$ cat src/rtl/garage_door_ctrl.sv
// -----------------------------------------------------------------------------
// garage_door_ctrl
//
// Moore state machine that sequences the garage door motor from a one-cycle
// button pulse. It watches the open/closed limit switches and the obstruction
// beam, enforces a travel timeout and runs a courtesy light that stays on for
// a fixed time after the door stops moving.
//
// Ports
//   Clk          in   1  system clock, all logic on the rising edge
//   Rst          in   1  synchronous, active-high reset
//   BtnPulse     in   1  one-cycle button press pulse (already synchronised)
//   LimitOpen    in   1  1 = door fully open
//   LimitClosed  in   1  1 = door fully closed
//   Obstruct     in   1  1 = safety beam broken
//   MotorUp      out  1  motor raise enable (only while OPENING)
//   MotorDown    out  1  motor lower enable (only while CLOSING)
//   Light        out  1  courtesy light
//   DoorState    out  3  current state code
//
// Parameters
//   TRAVEL_MAX    cycles of motor travel allowed before FAULT
//   LIGHT_CYCLES  cycles the light stays on after motion stops
// -----------------------------------------------------------------------------
module garage_door_ctrl #(
    parameter int unsigned TRAVEL_MAX   = 32'd500_000_000,
    parameter int unsigned LIGHT_CYCLES = 32'd250_000_000
) (
    input  logic       Clk,
    input  logic       Rst,
    input  logic       BtnPulse,
    input  logic       LimitOpen,
    input  logic       LimitClosed,
    input  logic       Obstruct,
    output logic       MotorUp,
    output logic       MotorDown,
    output logic       Light,
    output logic [2:0] DoorState
);

    localparam int TW = $clog2(TRAVEL_MAX + 32'd1);
    localparam int LW = $clog2(LIGHT_CYCLES + 32'd1);

    localparam logic [TW-1:0] TRAVEL_LAST = TW'(TRAVEL_MAX - 32'd1);
    localparam logic [TW-1:0] TRAVEL_SAT  = TW'(TRAVEL_MAX);
    localparam logic [TW-1:0] TRAVEL_ONE  = TW'(32'd1);
    localparam logic [TW-1:0] TRAVEL_ZERO = TW'(32'd0);
    localparam logic [LW-1:0] LIGHT_LOAD  = LW'(LIGHT_CYCLES);
    localparam logic [LW-1:0] LIGHT_ONE   = LW'(32'd1);
    localparam logic [LW-1:0] LIGHT_ZERO  = LW'(32'd0);

    typedef enum logic [2:0] {
        ST_CLOSED  = 3'd0,
        ST_OPENING = 3'd1,
        ST_OPEN    = 3'd2,
        ST_CLOSING = 3'd3,
        ST_STOP_UP = 3'd4,
        ST_STOP_DN = 3'd5,
        ST_FAULT   = 3'd6
    } state_e;

    state_e          state_q, state_d;
    logic [TW-1:0]   travel_q, travel_d;
    logic [LW-1:0]   light_cnt_q, light_cnt_d;
    logic            motor_up_q, motor_up_d;
    logic            motor_down_q, motor_down_d;
    logic            light_q, light_d;

    logic            moving_s;
    logic            next_moving_s;
    logic            timeout_s;

    // Next-state logic; within each state the checks are ordered
    // limit > obstruction > timeout > button.
    always_comb begin
        state_d   = state_q;
        moving_s  = (state_q == ST_OPENING) || (state_q == ST_CLOSING);
        timeout_s = moving_s && (travel_q == TRAVEL_LAST);
        case (state_q)
            ST_CLOSED: begin
                if (BtnPulse) begin
                    state_d = ST_OPENING;
                end else begin
                    state_d = ST_CLOSED;
                end
            end
            ST_OPENING: begin
                // The beam is deliberately not consulted while raising.
                if (LimitOpen) begin
                    state_d = ST_OPEN;
                end else if (timeout_s) begin
                    state_d = ST_FAULT;
                end else if (BtnPulse) begin
                    state_d = ST_STOP_UP;
                end else begin
                    state_d = ST_OPENING;
                end
            end
            ST_OPEN: begin
                if (BtnPulse && !Obstruct) begin
                    state_d = ST_CLOSING;
                end else begin
                    state_d = ST_OPEN;
                end
            end
            ST_CLOSING: begin
                if (LimitClosed) begin
                    state_d = ST_CLOSED;
                end else if (Obstruct) begin
                    state_d = ST_OPENING;
                end else if (timeout_s) begin
                    state_d = ST_FAULT;
                end else if (BtnPulse) begin
                    state_d = ST_STOP_DN;
                end else begin
                    state_d = ST_CLOSING;
                end
            end
            ST_STOP_UP: begin
                if (BtnPulse && !Obstruct) begin
                    state_d = ST_CLOSING;
                end else begin
                    state_d = ST_STOP_UP;
                end
            end
            ST_STOP_DN: begin
                if (BtnPulse) begin
                    state_d = ST_OPENING;
                end else begin
                    state_d = ST_STOP_DN;
                end
            end
            ST_FAULT: begin
                state_d = ST_FAULT;
            end
            default: begin
                // Unused code 7 is treated as a corrupted state.
                state_d = ST_FAULT;
            end
        endcase
    end

    // Travel and light counters plus output decode of the next state, so the
    // registered outputs always match the state register.
    always_comb begin
        next_moving_s = (state_d == ST_OPENING) || (state_d == ST_CLOSING);

        // A new movement (including a reversal) starts timing from zero.
        if (next_moving_s && (state_d != state_q)) begin
            travel_d = TRAVEL_ZERO;
        end else if (moving_s) begin
            if (travel_q == TRAVEL_SAT) begin
                travel_d = travel_q;
            end else begin
                travel_d = travel_q + TRAVEL_ONE;
            end
        end else begin
            travel_d = travel_q;
        end

        // The countdown only runs after motion stops somewhere other than FAULT.
        if (next_moving_s || (state_d == ST_FAULT)) begin
            light_cnt_d = LIGHT_ZERO;
        end else if (moving_s) begin
            light_cnt_d = LIGHT_LOAD;
        end else if (light_cnt_q != LIGHT_ZERO) begin
            light_cnt_d = light_cnt_q - LIGHT_ONE;
        end else begin
            light_cnt_d = LIGHT_ZERO;
        end

        motor_up_d   = (state_d == ST_OPENING);
        motor_down_d = (state_d == ST_CLOSING);
        light_d      = next_moving_s || (state_d == ST_FAULT) ||
                       (light_cnt_d != LIGHT_ZERO);
    end

    // State, counter and output registers with synchronous reset.
    always_ff @(posedge Clk) begin
        if (Rst) begin
            state_q      <= ST_CLOSED;
            travel_q     <= TRAVEL_ZERO;
            light_cnt_q  <= LIGHT_ZERO;
            motor_up_q   <= 1'b0;
            motor_down_q <= 1'b0;
            light_q      <= 1'b0;
        end else begin
            state_q      <= state_d;
            travel_q     <= travel_d;
            light_cnt_q  <= light_cnt_d;
            motor_up_q   <= motor_up_d;
            motor_down_q <= motor_down_d;
            light_q      <= light_d;
        end
    end

    assign MotorUp   = motor_up_q;
    assign MotorDown = motor_down_q;
    assign Light     = light_q;
    assign DoorState = state_q;

endmodule

$ cat config.mk
export PLATFORM = sky130hd
export DESIGN_NAME = garage_door_ctrl
export DESIGN_NICKNAME = d
export VERILOG_FILES = /design/src/rtl/garage_door_ctrl.sv
export SDC_FILE = /design/constraint.sdc
export NUM_CORES = 1
export LEC_CHECK = 0
export CAP_MARGIN = 20
export CORE_ASPECT_RATIO = 0.8
export CORE_MARGIN = 4
export CORE_UTILIZATION = 65
export CTS_BUF_LIST = sky130_fd_sc_hd__clkbuf_16
export CTS_CLUSTER_SIZE = 28
export DETAILED_ROUTE_END_ITERATION = 8
export GPL_TIMING_DRIVEN = 0
export HOLD_SLACK_MARGIN = 0.15
export PLACE_DENSITY = 0.84
export SKIP_LAST_GASP = 1
export SYNTH_ARGS = -nofsm -noshare
export SYNTH_HDL_FRONTEND = slang
export SYNTH_SLANG_ARGS = --single-unit
$ cat constraint.sdc
create_clock -name Clk -period 3.6 [get_ports Clk]
set_input_delay 0.72 -clock Clk [delete_from_list [all_inputs] [get_ports Clk]]
set_output_delay 0.72 -clock Clk [all_outputs]
set_load 0.005 [all_outputs]
# After elaboration in Yosys (flattened, before gate mapping)
# Cells that the tools add are included.
[word_totals]
romBits = 0
memories = 0
in_bits = 6
mem_bits_rw = 0
register_bits = 63
latchBits = 0
output_inout_bits = 6
elab_cells = 48
[op_classes]
shift = 0
mux = 15
div_mod_pow = 0
eq_ne = 11
addsub = 2
n_bitwise = 1
reduce_logical = 13
mul = 0
n_lt_le_gt_ge = 0
[ops]
columns = ["cell", "n"]
rows = [
  ["$mux 28", 3],
  ["$eq 29x29->1 const B", 2],
  ["$reduce_bool 28->1", 2],
  ["$add 29x1->29 const B", 1],
  ["$sub 28x1->28 const B", 1],
  ["$mux 3", 9],
  ["$pmux 3 s6", 1],
  ["$eq 3x2->1 const B", 3],
  ["$eq 3x3->1 const B", 3],
  ["$eq 3x1->1 const B", 2],
  ["$logic_or 1x1->1", 4],
  ["$logic_and 1x1->1", 3],
  ["$logic_not 3->1", 1],
  ["$ne 3x3->1", 1],
  ["$mux 1", 2],
  ["$reduce_and 2->1", 1],
  ["$reduce_or 2->1", 1],
  ["$logic_not 1->1", 1],
  ["$not 1->1", 1],
]

# Longest topological paths before layout
# Gate-level depths: netlist of the first run.
[depth]
depth_word = 13
mapped_depth = 10
depth_no_buf = 8

# Least setup slack after synthesis of the first run
# No wires, ideal clock.
[synth_timing]
path_type = "input-to-reg"
from = "in BtnPulse"
to = "reg travel_q[18]"
t_required_ps = 3472
setup_slack_ps = 1232
stages = 8
setup_time_ps = 128
path_buffers = 2
t_arrival_ps = 2240
path_cell_list = "or3_1 o21ai_0 a31oi_1 or2_2 o21bai_1 buf_2 buf_1 nor2_1"
[synth_via]
elab_chain_cells = 9
elab_cells_between_ends = 19
cone_classes = "eq/ne: 3; mux: 12; reduce/logical: 4"
[synth_rtl]
columns = ["item", "line_no", "text"]
rows = [
  ["start: declaration", "31", "input logic BtnPulse,"],
  ["$mux 3", "113", "end else if (BtnPulse) begin"],
  ["$mux 3", "111", "end else if (timeout_s) begin"],
  ["$mux 3", "109", "end else if (Obstruct) begin"],
  ["$mux 3", "107", "if (LimitClosed) begin"],
  ["$pmux 3 s6 *", "79", "case (state_q)"],
  ["$eq 3x1->1 / $eq 3x2->1 (equally long branches)", "146", "next_moving_s = (state_d == ST_OPENING) || (state_d == ST_CLOSING);"],
  ["$logic_or 1x1->1", "146", ""],
  ["$logic_and 1x1->1 *", "149", "if (next_moving_s && (state_d != state_q)) begin"],
  ["$reduce_or 2->1 (no source line) *", "n/a", ""],
  ["end signal: assignment", "189", "travel_q <= travel_d;"],
  ["end: declaration", "63", "logic [TW-1:0] travel_q, travel_d;"],
]
# Every way passes the cells marked *; elsewhere a longest branch is shown, timed or not.
# A chain may end at the register's enable or synchronous reset.

# Worst setup path after layout of the first run
[layout_timing]
from = "reg light_cnt_q[16]"
to = "reg light_q, in the netlist Light"
[layout_via]
elab_chain_cells = 6
elab_cells_between_ends = 7
cone_classes = "add/sub: 1; mux: 3; reduce/logical: 3"
[layout_rtl]
columns = ["item", "line_no", "text"]
rows = [
  ["start: declaration", "64", "logic [LW-1:0] light_cnt_q, light_cnt_d;"],
  ["start signal: assignment", "190", "light_cnt_q <= light_cnt_d;"],
  ["$sub 28x1->28 / $reduce_bool 28->1 (equally long branches)", "167, 166", ""],
  ["$mux 28 *", "166", "end else if (light_cnt_q != LIGHT_ZERO) begin"],
  ["$mux 28 *", "164", "end else if (moving_s) begin"],
  ["$mux 28 *", "162", "if (next_moving_s || (state_d == ST_FAULT)) begin"],
  ["$reduce_bool 28->1 *", "175", "(light_cnt_d != LIGHT_ZERO);"],
  ["$logic_or 1x1->1 *", "174", "light_d = next_moving_s || (state_d == ST_FAULT) ||"],
  ["end signal: assignment", "193", "light_q <= light_d;"],
  ["end: declaration", "67", "logic light_q, light_d;"],
]
# Marks and branches as above.

==> results of run 1 <==
==> per-stage QoR <==
stage               utilization [%]  total power [W]  cells  hold WS, ns  instance area, um2
floorplan                         -          0.00203    389        0.425                3190
global placement               72.4          0.00227    459        0.439                3370
detailed placement             72.4          0.00231    459        0.463                3370
CTS                            78.6          0.00317    475        0.471                3650
global route                   78.6          0.00339    475        0.495                3650
finish                         78.6          0.00321    475        0.464                3650
==> state kept, by name, summed over array words and instances (netlist names) <==
| name | cells |
|---|---|
| DoorState | 3 |
| Light | 1 |
| MotorDown | 1 |
| MotorUp | 1 |
| light_cnt_q | 28 |
| travel_q | 29 |
==> kinds of logic (layout without fill, tap and decap cells) <==
group / Yosys count / in the layout / share of synthesized area, %
flip-flops: 63 / 63 / 39.5
multiplexers: 3 / 3 / 0.941
AND/OR/NAND/NOR: 201 / 201 / 32.1
buffers and inverters: 27 / 53 / 3.73
XOR/XNOR: 47 / 47 / 12.9
AO/OA/AOI/OAI: 44 / 44 / 9.22
adder cells (fa/ha/maj): 4 / 4 / 1.57
==> worst min-delay path by stage <==
stage | slack, ns | endpoint | cells after the start
6_report | 0.46 | light_cnt_q[0] | 1
5_1_grt | 0.49 | light_cnt_q[0] | 1
4_1_cts | 0.47 | light_cnt_q[0] | 1
3_5_place_dp | 0.46 | light_cnt_q[0] | 1
3_3_place_gp | 0.44 | light_cnt_q[0] | 1
2_1_floorplan | 0.43 | light_cnt_q[0] | 1
==> power groups by stage <==
| stage | logic, W | clock network, W | registers (W) |
|---|---|---|---|
| after floorplan | 0.00107 | 0 | 0.000959 |
| after global placement | 0.00128 | 0 | 0.000989 |
| after detailed placement | 0.00132 | 0 | 0.000996 |
| after CTS | 0.00134 | 0.000840 | 0.000985 |
| after global routing | 0.00151 | 0.000869 | 0.00101 |
| final | 0.00138 | 0.000833 | 0.000992 |
==> area by class of cell <==
cell class              instances  share of cell area, %
multi-input cells             299                   49.5
flip-flops and latches         63                   34.5
clock buffers                   9                   6.16
repair buffers                 10                   2.74
well taps                      60                   2.05
plain buffers                  13                   1.81
clock inverters                 7                   1.75
inverters                      14                   1.44
==> cell usage after synthesis (2+ instances only) <==
library cell | number | area [um2]
nor2_1 | 81 | 304
and4_1 | 2 | 17.5
nand2b_1 | 3 | 18.8
a41oi_1 | 2 | 17.5
nor4_1 | 14 | 87.6
xor2_1 | 16 | 140
ha_1 | 4 | 50.1
o211ai_1 | 2 | 15.0
or2_2 | 3 | 18.8
a21oi_1 | 13 | 65.1
nor3_1 | 18 | 90.1
a31oi_1 | 4 | 25.0
o41ai_1 | 3 | 26.3
inv_1 | 14 | 52.6
dfxtp_1 | 63 | 1260
nand3_1 | 14 | 70.1
buf_6 | 2 | 22.5
mux2i_1 | 3 | 30.0
nor3b_1 | 2 | 15.0
buf_2 | 2 | 10.0
nor4_2 | 3 | 37.5
xnor2_1 | 31 | 272
clkbuf_1 | 8 | 30.0
nand2_1 | 21 | 78.8
nand3b_1 | 4 | 30.0
nand4_1 | 10 | 62.6
o21ai_0 | 10 | 50.1
nand4bb_1 | 2 | 22.5
or3_1 | 5 | 31.3
or4_1 | 4 | 30.0
nor2b_1 | 9 | 56.3
a211oi_1 | 2 | 15.0
==> layer usage <==
metal | up-vias | GRT usage (%)
met5 | - | 0
met4 | 0 | 7.27
met3 | 12 | 5.94
met2 | 115 | 36.5
met1 | 1364 | 35.6
li1 | 1404 | -
==> key figures, run 1 <==
Yosys
  • Post-synth EDFFs: 0
  • Mapped cell area: 3190 um2
  • Seq cells post-synth: 63
  • Post-Syn Instances: 389
  • Post-synth top flop: dfxtp_1
  • Netlist cell types: 47
  • Syn Area/Cell: 8.20 um2
  • Sequential area share after synthesis: 39.5%
  • Net Count, Synth: 399
  • Yosys warns: 0
  • Ys async rst share: 0%

Pwr
  • Combinational Power Share: 43.1%
  • Net Sw Frac: 40.3%
  • P_leak: 1.23 nW
  • Pint: 0.00191 W
  • Switching power of the nets: 0.00129 W
  • Maximum VDD drop: 717 uV
  • Clock power frac: 26.0%
  • Power Density: 878 nW/um2
  • Reg power frac: 30.9%

STA
  • RSZ-0062 raised after global routing: no
  • Slew Limit Fails: 0
  • Final period util: 83.8%
  • Slew HR: 45.5%
  • Fmax: 0.331 GHz
  • Setup TNS: 0 ns
  • Hold Vio Cnt, Final: 0
  • Minimum clock period: 3.02 ns
  • Final Skew: 0.00416 ns
  • Final setup fails: 0
  • PnR worst setup slack: 0.582 ns
  • Worst slew pin tran: 0.810 ns

Final layout
  • Most common cell after layout, fill and taps aside: nor2_1
  • Final Net Count: 420
  • Storage cell area: 1260 um2
  • Multi-input gate area: 1810 um2
  • Share of cells above drive strength 1: 6.99%
  • Filler Cells Inserted: 316
  • N_diodes: 0
  • P&R area growth vs syn: 14.5%
  • Most frequent cells in the layout: nor2_1, dfxtp_1, xnor2_1

Critical path
  • Crit path arrival time: 3.21 ns
  • Critical path class: reg2reg
  • Critical path, cell by cell: nor4_1 > nand4_1 > nor4_1 > clkbuf_1 > o211ai_1 > nor4_1 > a21oi_1
  • Req. time, crit path: 3.79 ns
  • Largest stage delay, worst path: 0.64 ns
  • R2R depth: 7
  • Buf+Inv Stages, Crit Path: 1
  • Crit path max-delay family: simple AND/OR/NAND/NOR gates
  • Worst R2R End: Light
  • CP Launch Type: register
  • CP Max Fanout: 10
  • Reg2reg setup slack: 0.58 ns
  • CP Launch Point: light_cnt_q[16]
  • CP max stage cell: nor4_1
  • CP most frequent cell: nor4_1
  • CP endpoint kind: register
  • Critical path depth: 7
  • Setup crit end: Light
  • Worst r2r src: light_cnt_q[16]

Routing
  • # DRC: 0
  • DRT antenna net count: 0
  • Vias/cell: 6.09
  • Via count: 2,895
  • Met2 WL: 3110 um
  • Top Layer Used: met4
  • Total Wirelength: 7230 um
  • Routed metal-1 wire length: 3460 um
  • Pre-Repair DR Iteration Count: 5
  • Met3 wire length: 553 um
  • 1st-iter DRT viols: 394
  • Routed len/inst: 15.2 um

Global route
  • Largest net degree at the start of global routing: 12
  • Grt ovf: 0
  • Initial antenna violation count: 0
  • First-pass GRT wire length: 12,100 um
  • Tot GR Track Use: 24.6%
  • Number of global-route vias before repair: 2,586

Min path
  • HP Start: light_cnt_q[0]
  • HP Class: reg2reg

Status
  • Outcome: complete, no violations

Die
  • Die width: 86.3 um
  • Top-level I/O count: 12
  • Core Box Area: 4650 um2
  • Die area: 6100 um2
  • Die height: 70.7 um
  • Cell row count: 22
  • Starting Density: 68.6%

Placement
  • IO Port Bufs: 10
  • RePlAce Congestion: 0.938
  • Setup slack after placement: 0.347 ns
  • Dpl hpwl: 5010 um

Clock tree
  • Clock Latency Late Sink: 0.33 ns
  • Clock slew at the register clock pins of the worst setup and hold paths: 0.05 ns
  • CTS tree: yes
  • Maximum clock path buffer count: 2
  • Post-CTS Setup Bufs: 0
  • Root buffer cell: clkbuf_16
  • CTS buffer count: 9
  • H-tree depth: 3
  • Clock sink count: 63
  • Post-CTS Hold Buffers: 0
  • Post-cts gate resize count: 0

Run
  • Maxcap violations: 0
(Power assumes the default switching activity.)
==> run 2: changes to the inputs <==
- CORE_UTILIZATION: 65 -> 60
- PLACE_DENSITY: 0.84 -> 0.79
- clock period: 3.6 -> 3.12 ns (I/O delays scaled with it)
==> run 2 against run 1 <==
First-iteration DRC count fell by 50%. Via count fell by 0.76%. Global-route usage fell by 0.39 points. Clock power rose by 26%. Critical path type is now in2reg. Non-clock buffer count did not move.
==> key figures, run 2 (synthesis results as in run 1) <==
Routing
  • Total Wirelength: 7410 um
  • Vias/cell: 6.02
  • 1st-iter DRT viols: 196
  • Via count: 2,873
  • # DRC: 0
  • DRT antenna net count: 0
  • Routed len/inst: 15.5 um
  • Pre-Repair DR Iteration Count: 5

Critical path
  • R2R depth: 7
  • Critical path, cell by cell: clkdlybuf4s50_1 > nor4bb_1 > a21oi_1 > mux2i_1 > a31oi_1 > or2_2 > o21bai_1 > buf_2 > buf_1 > nor2_1
  • Buf+Inv Stages, Crit Path: 3
  • CP endpoint kind: register
  • Worst r2r src: light_cnt_q[5]
  • Critical path depth: 10
  • Req. time, crit path: 3.32 ns
  • Reg2reg setup slack: 0.32 ns
  • Crit path arrival time: 3.05 ns
  • CP max stage cell: clkdlybuf4s50_1
  • CP Launch Point: Obstruct
  • Setup crit end: travel_q[22]
  • Crit path max-delay family: buffers and inverters
  • CP Max Fanout: 10
  • CP Launch Type: input pin
  • Largest stage delay, worst path: 0.57 ns
  • Worst R2R End: Light
  • Critical path class: in2reg

Clock tree
  • Clock sink count: 63
  • Clock slew at the register clock pins of the worst setup and hold paths: 0.06 ns
  • CTS buffer count: 9
  • Post-cts gate resize count: 0
  • Clock Latency Late Sink: 0.33 ns
  • Post-CTS Setup Bufs: 0
  • Maximum clock path buffer count: 2
  • Post-CTS Hold Buffers: 0
  • CTS tree: yes
  • H-tree depth: 3
  • Root buffer cell: clkbuf_16

Pwr
  • Pint: 0.00229 W
  • Reg power frac: 29.8%
  • P_leak: 1.23 nW
  • Total power draw: 0.00383 W
  • Combinational Power Share: 42.6%
  • Maximum VDD drop: 692 uV
  • Net Sw Frac: 40.1%
  • Clock power frac: 27.5%
  • Switching power of the nets: 0.00154 W
  • Power Density: 1040 nW/um2

Placement
  • RePlAce Congestion: 0.873
  • Area of placed instances: 3370 um2
  • IO Port Bufs: 10
  • Dpl hpwl: 4980 um
  • Setup slack after placement: -0.0456 ns
  • Inst Count DP: 461

Global route
  • Tot GR Track Use: 24.3%
  • Number of global-route vias before repair: 2,554
  • Initial antenna violation count: 0
  • Largest net degree at the start of global routing: 12
  • Grt ovf: 0
  • First-pass GRT wire length: 12,200 um

Final layout
  • N_diodes: 0
  • Top reg by flops: travel_q
  • Share of cells above drive strength 1: 6.99%
  • Max FFs per register: 29
  • Finished Cell Area: 3690 um2
  • Most frequent cells in the layout: nor2_1, dfxtp_1, xnor2_1
  • Final Net Count: 420
  • Most common cell after layout, fill and taps aside: nor2_1
  • Layout Cells excl Fill: 477
  • P&R area growth vs syn: 15.6%

Min path
  • HP Class: reg2reg
  • Hold depth: 1

STA
  • Slew Limit Fails: 0
  • Final Skew: 0.00462 ns
  • Worst slew pin tran: 0.752 ns
  • Fmax: 0.350 GHz
  • PnR worst setup slack: 0.265 ns
  • Final period util: 91.5%
  • Slew HR: 49.4%
  • RSZ-0062 raised after global routing: no
  • Final setup fails: 0
  • Hold Vio Cnt, Final: 0
  • Minimum clock period: 2.85 ns

Run
  • Maxcap violations: 0

Die
  • Die area: 6560 um2
  • Die height: 73.2 um
  • Starting Density: 63.0%
  • Cell row count: 23
  • Top-level I/O count: 12
  • Die width: 89.5 um
  • Core Box Area: 5060 um2

Status
  • Outcome: complete, no violations
==> run 2: cell types whose count changed in the layout (fill, tap and decap cells not counted), sizes merged <==
cell / delta
bufinv: +1
clkinv: -1
==> run 2: per-layer routing <==
| layer | share of wire [%] | track usage [%] |
|---|---|---|
| met1 | 49 | 35.6 |
| met2 | 42 | 33.5 |
| met3 | 7.4 | 6.32 |
| met4 | 1.7 | 9.75 |
| met5 | 0 | 0 |
==> run 2: how the worst min path moves through the flow <==
stage                         from        endpoint  slack (ns)
floorplan           light_cnt_q[0]  light_cnt_q[0]        0.43
detailed placement  light_cnt_q[0]  light_cnt_q[0]        0.45
global route        light_cnt_q[0]  light_cnt_q[0]        0.50
finish              light_cnt_q[0]  light_cnt_q[0]        0.46
global placement    light_cnt_q[0]  light_cnt_q[0]        0.44
CTS                 light_cnt_q[0]  light_cnt_q[0]        0.46
==> run 2: power groups by stage <==
| stage | Sequential [W] | Combinational, W | Clock (W) |
|---|---|---|---|
| 6_report | 0.00114 | 0.00163 | 0.00105 |
| 5_1_grt | 0.00116 | 0.00179 | 0.00111 |
| 4_1_cts | 0.00113 | 0.00158 | 0.00106 |
| 3_5_place_dp | 0.00115 | 0.00153 | 0 |
| 3_3_place_gp | 0.00114 | 0.00150 | 0 |
| 2_1_floorplan | 0.00111 | 0.00123 | 0 |
==> run 2: cell type report <==
class / count / area [um2]
clock buffers: 9 / 225
inverters: 14 / 52.6
well taps: 62 / 77.6
fillers: 396 / 1380
clock inverters: 7 / 87.6
multi-input cells: 299 / 1820
repair buffers: 10 / 100
flip-flops and latches: 63 / 1260
plain buffers: 13 / 66.3
==> run 2: through the flow <==
stage	utilization [%]	TNS [ns]	hold slack (ns)
2_1_floorplan	-	0	0.425
4_1_cts	72.7	0	0.465
5_1_grt	72.8	0	0.501
3_3_place_gp	66.5	-0.152	0.440
3_5_place_dp	66.5	-0.254	0.452
6_report	72.8	0	0.459
==> run 3: changes to the inputs <==
- CORE_MARGIN: 4 -> not set
==> run 3 against run 2 <==
Sequential power hardly changed. First-iteration DRC count grew 59%. Sequential share of layout area about the same. Cell area barely moved. Non-clock buffer count stayed put. Critical path depth shrank 1. Clock-buffer cell count stayed put. Die area down 14%. Global-route usage is 3.5 points higher. Clock skew grew 0.0014 ns.
==> key figures, run 3 (synthesis results as in run 1) <==
Final layout
  • N_diodes: 0
  • P&R area growth vs syn: 15.6%
  • Final Net Count: 420
  • Most common cell after layout, fill and taps aside: nor2_1
  • Filler Cells Inserted: 408
  • Max FFs per register: 29
  • Layout Cells excl Fill: 477
  • Most frequent cells in the layout: nor2_1, dfxtp_1, xnor2_1
  • Share of cells above drive strength 1: 6.99%
  • Top reg by flops: travel_q

Die
  • Top-level I/O count: 12
  • Starting Density: 63.0%
  • Cell row count: 23
  • Die width: 83.5 um
  • Die height: 67.2 um
  • Die area: 5620 um2
  • Core Box Area: 5060 um2

Routing
  • Via count: 2,854
  • DRT antenna net count: 0
  • Pre-Repair DR Iteration Count: 5
  • # DRC: 0
  • Total Wirelength: 7360 um
  • Routed len/inst: 15.4 um
  • Vias/cell: 5.98
  • 1st-iter DRT viols: 311

Global route
  • First-pass GRT wire length: 12,200 um
  • Initial antenna violation count: 0
  • Grt ovf: 0
  • Largest net degree at the start of global routing: 12
  • Number of global-route vias before repair: 2,565
  • Tot GR Track Use: 27.8%

Critical path
  • Critical path, cell by cell: clkdlybuf4s50_1 > or3_1 > o21ai_0 > a31oi_1 > or2_2 > o21bai_1 > buf_2 > buf_1 > nor2_1
  • CP endpoint kind: register
  • Critical path class: in2reg
  • Crit path arrival time: 3.09 ns
  • CP max stage cell: clkdlybuf4s50_1
  • Buf+Inv Stages, Crit Path: 3
  • Largest stage delay, worst path: 0.53 ns
  • CP Max Fanout: 10
  • Reg2reg setup slack: 0.26 ns
  • Req. time, crit path: 3.31 ns
  • CP Launch Type: input pin
  • Crit path max-delay family: buffers and inverters

Placement
  • RePlAce Congestion: 0.871
  • IO Port Bufs: 10
  • Inst Count DP: 461
  • Dpl hpwl: 4940 um

Clock tree
  • CTS buffer count: 9
  • Maximum clock path buffer count: 2
  • Clock slew at the register clock pins of the worst setup and hold paths: 0.05 ns
  • Root buffer cell: clkbuf_16
  • CTS tree: yes
  • H-tree depth: 3
  • Clock sink count: 63
  • Post-CTS Hold Buffers: 0
  • Clock Latency Late Sink: 0.32 ns

STA
  • Worst Hold Slack: 0.466 ns
  • Minimum clock period: 2.89 ns
  • Hold Vio Cnt, Final: 0
  • Final period util: 92.7%
  • Final Skew: 0.00600 ns
  • Slew HR: 50.8%
  • Fmax: 0.346 GHz
  • Final setup fails: 0
  • Worst slew pin tran: 0.731 ns
  • RSZ-0062 raised after global routing: no
  • Slew Limit Fails: 0

Pwr
  • Total power draw: 0.00381 W
  • Power Density: 1030 nW/um2
  • P_leak: 1.24 nW
  • Maximum VDD drop: 921 uV

Min path
  • HP Class: reg2reg

Status
  • Outcome: complete, no violations

Run
  • Maxcap violations: 0
==> run 3: cell count changes in the layout (fill, tap and decap cells not counted) <==
cell | before | now
clkinvlp_4 | 2 | 1
inv_1 | 14 | 15
clkinv_4 | 0 | 1
clkinv_1 | 2 | 1
==> run 3: repair_timing <==
item                                    in CTS  in global routing
gates resized for setup                      0                  1
buffers inserted                             0                  0
endpoints found under the setup margin       0                  1
==> run 3: cell type report <==
type                    count  area [um2]  area share [%]
multi-input cells         299        1820            49.3
flip-flops and latches     63        1260            34.2
clock buffers               9         225            6.11
repair buffers             10         100            2.71
clock inverters             7        88.8            2.41
well taps                  62        77.6            2.10
plain buffers              13        66.3            1.80
inverters                  14        52.6            1.42
==> run 3: report_power, final <==
part           leakage (nW)  internal [W]  switching [W]
combinational         0.576      0.000646       0.000970
sequential            0.512      0.000956       0.000199
clock                 0.154      0.000692       0.000351
==> run 3: through the flow <==
step	setup slack (ns)	TNS (ns)	utilization, %	cell area [um2]
after CTS	0.251	0	72.7	3680
after floorplan	0.774	0	-	3190
after global placement	-0.0180	-0.141	66.5	3370
after global routing	0.0294	0	72.8	3690
final	0.227	0	72.8	3690
after detailed placement	-0.0547	-0.474	66.5	3370
==> run 3: path summary, 6_finish.rpt <==
path | cells past startpoint | end | start
setup / recovery | 9 | travel_q[21] | BtnPulse
hold / removal | 1 | light_cnt_q[0] | light_cnt_q[0]
setup reg to reg | 7 | Light | light_cnt_q[13]
hold reg to reg | 1 | light_cnt_q[0] | light_cnt_q[0]
==> run 3: metal layers <==
metal	GRT usage, %	routed length [um]	vias to the layer above
met1	39.8	3570	1324
met5	0	0	-
met3	8.07	694	6
met2	42.4	3060	120
li1	-	-	1404
met4	4.45	40	0
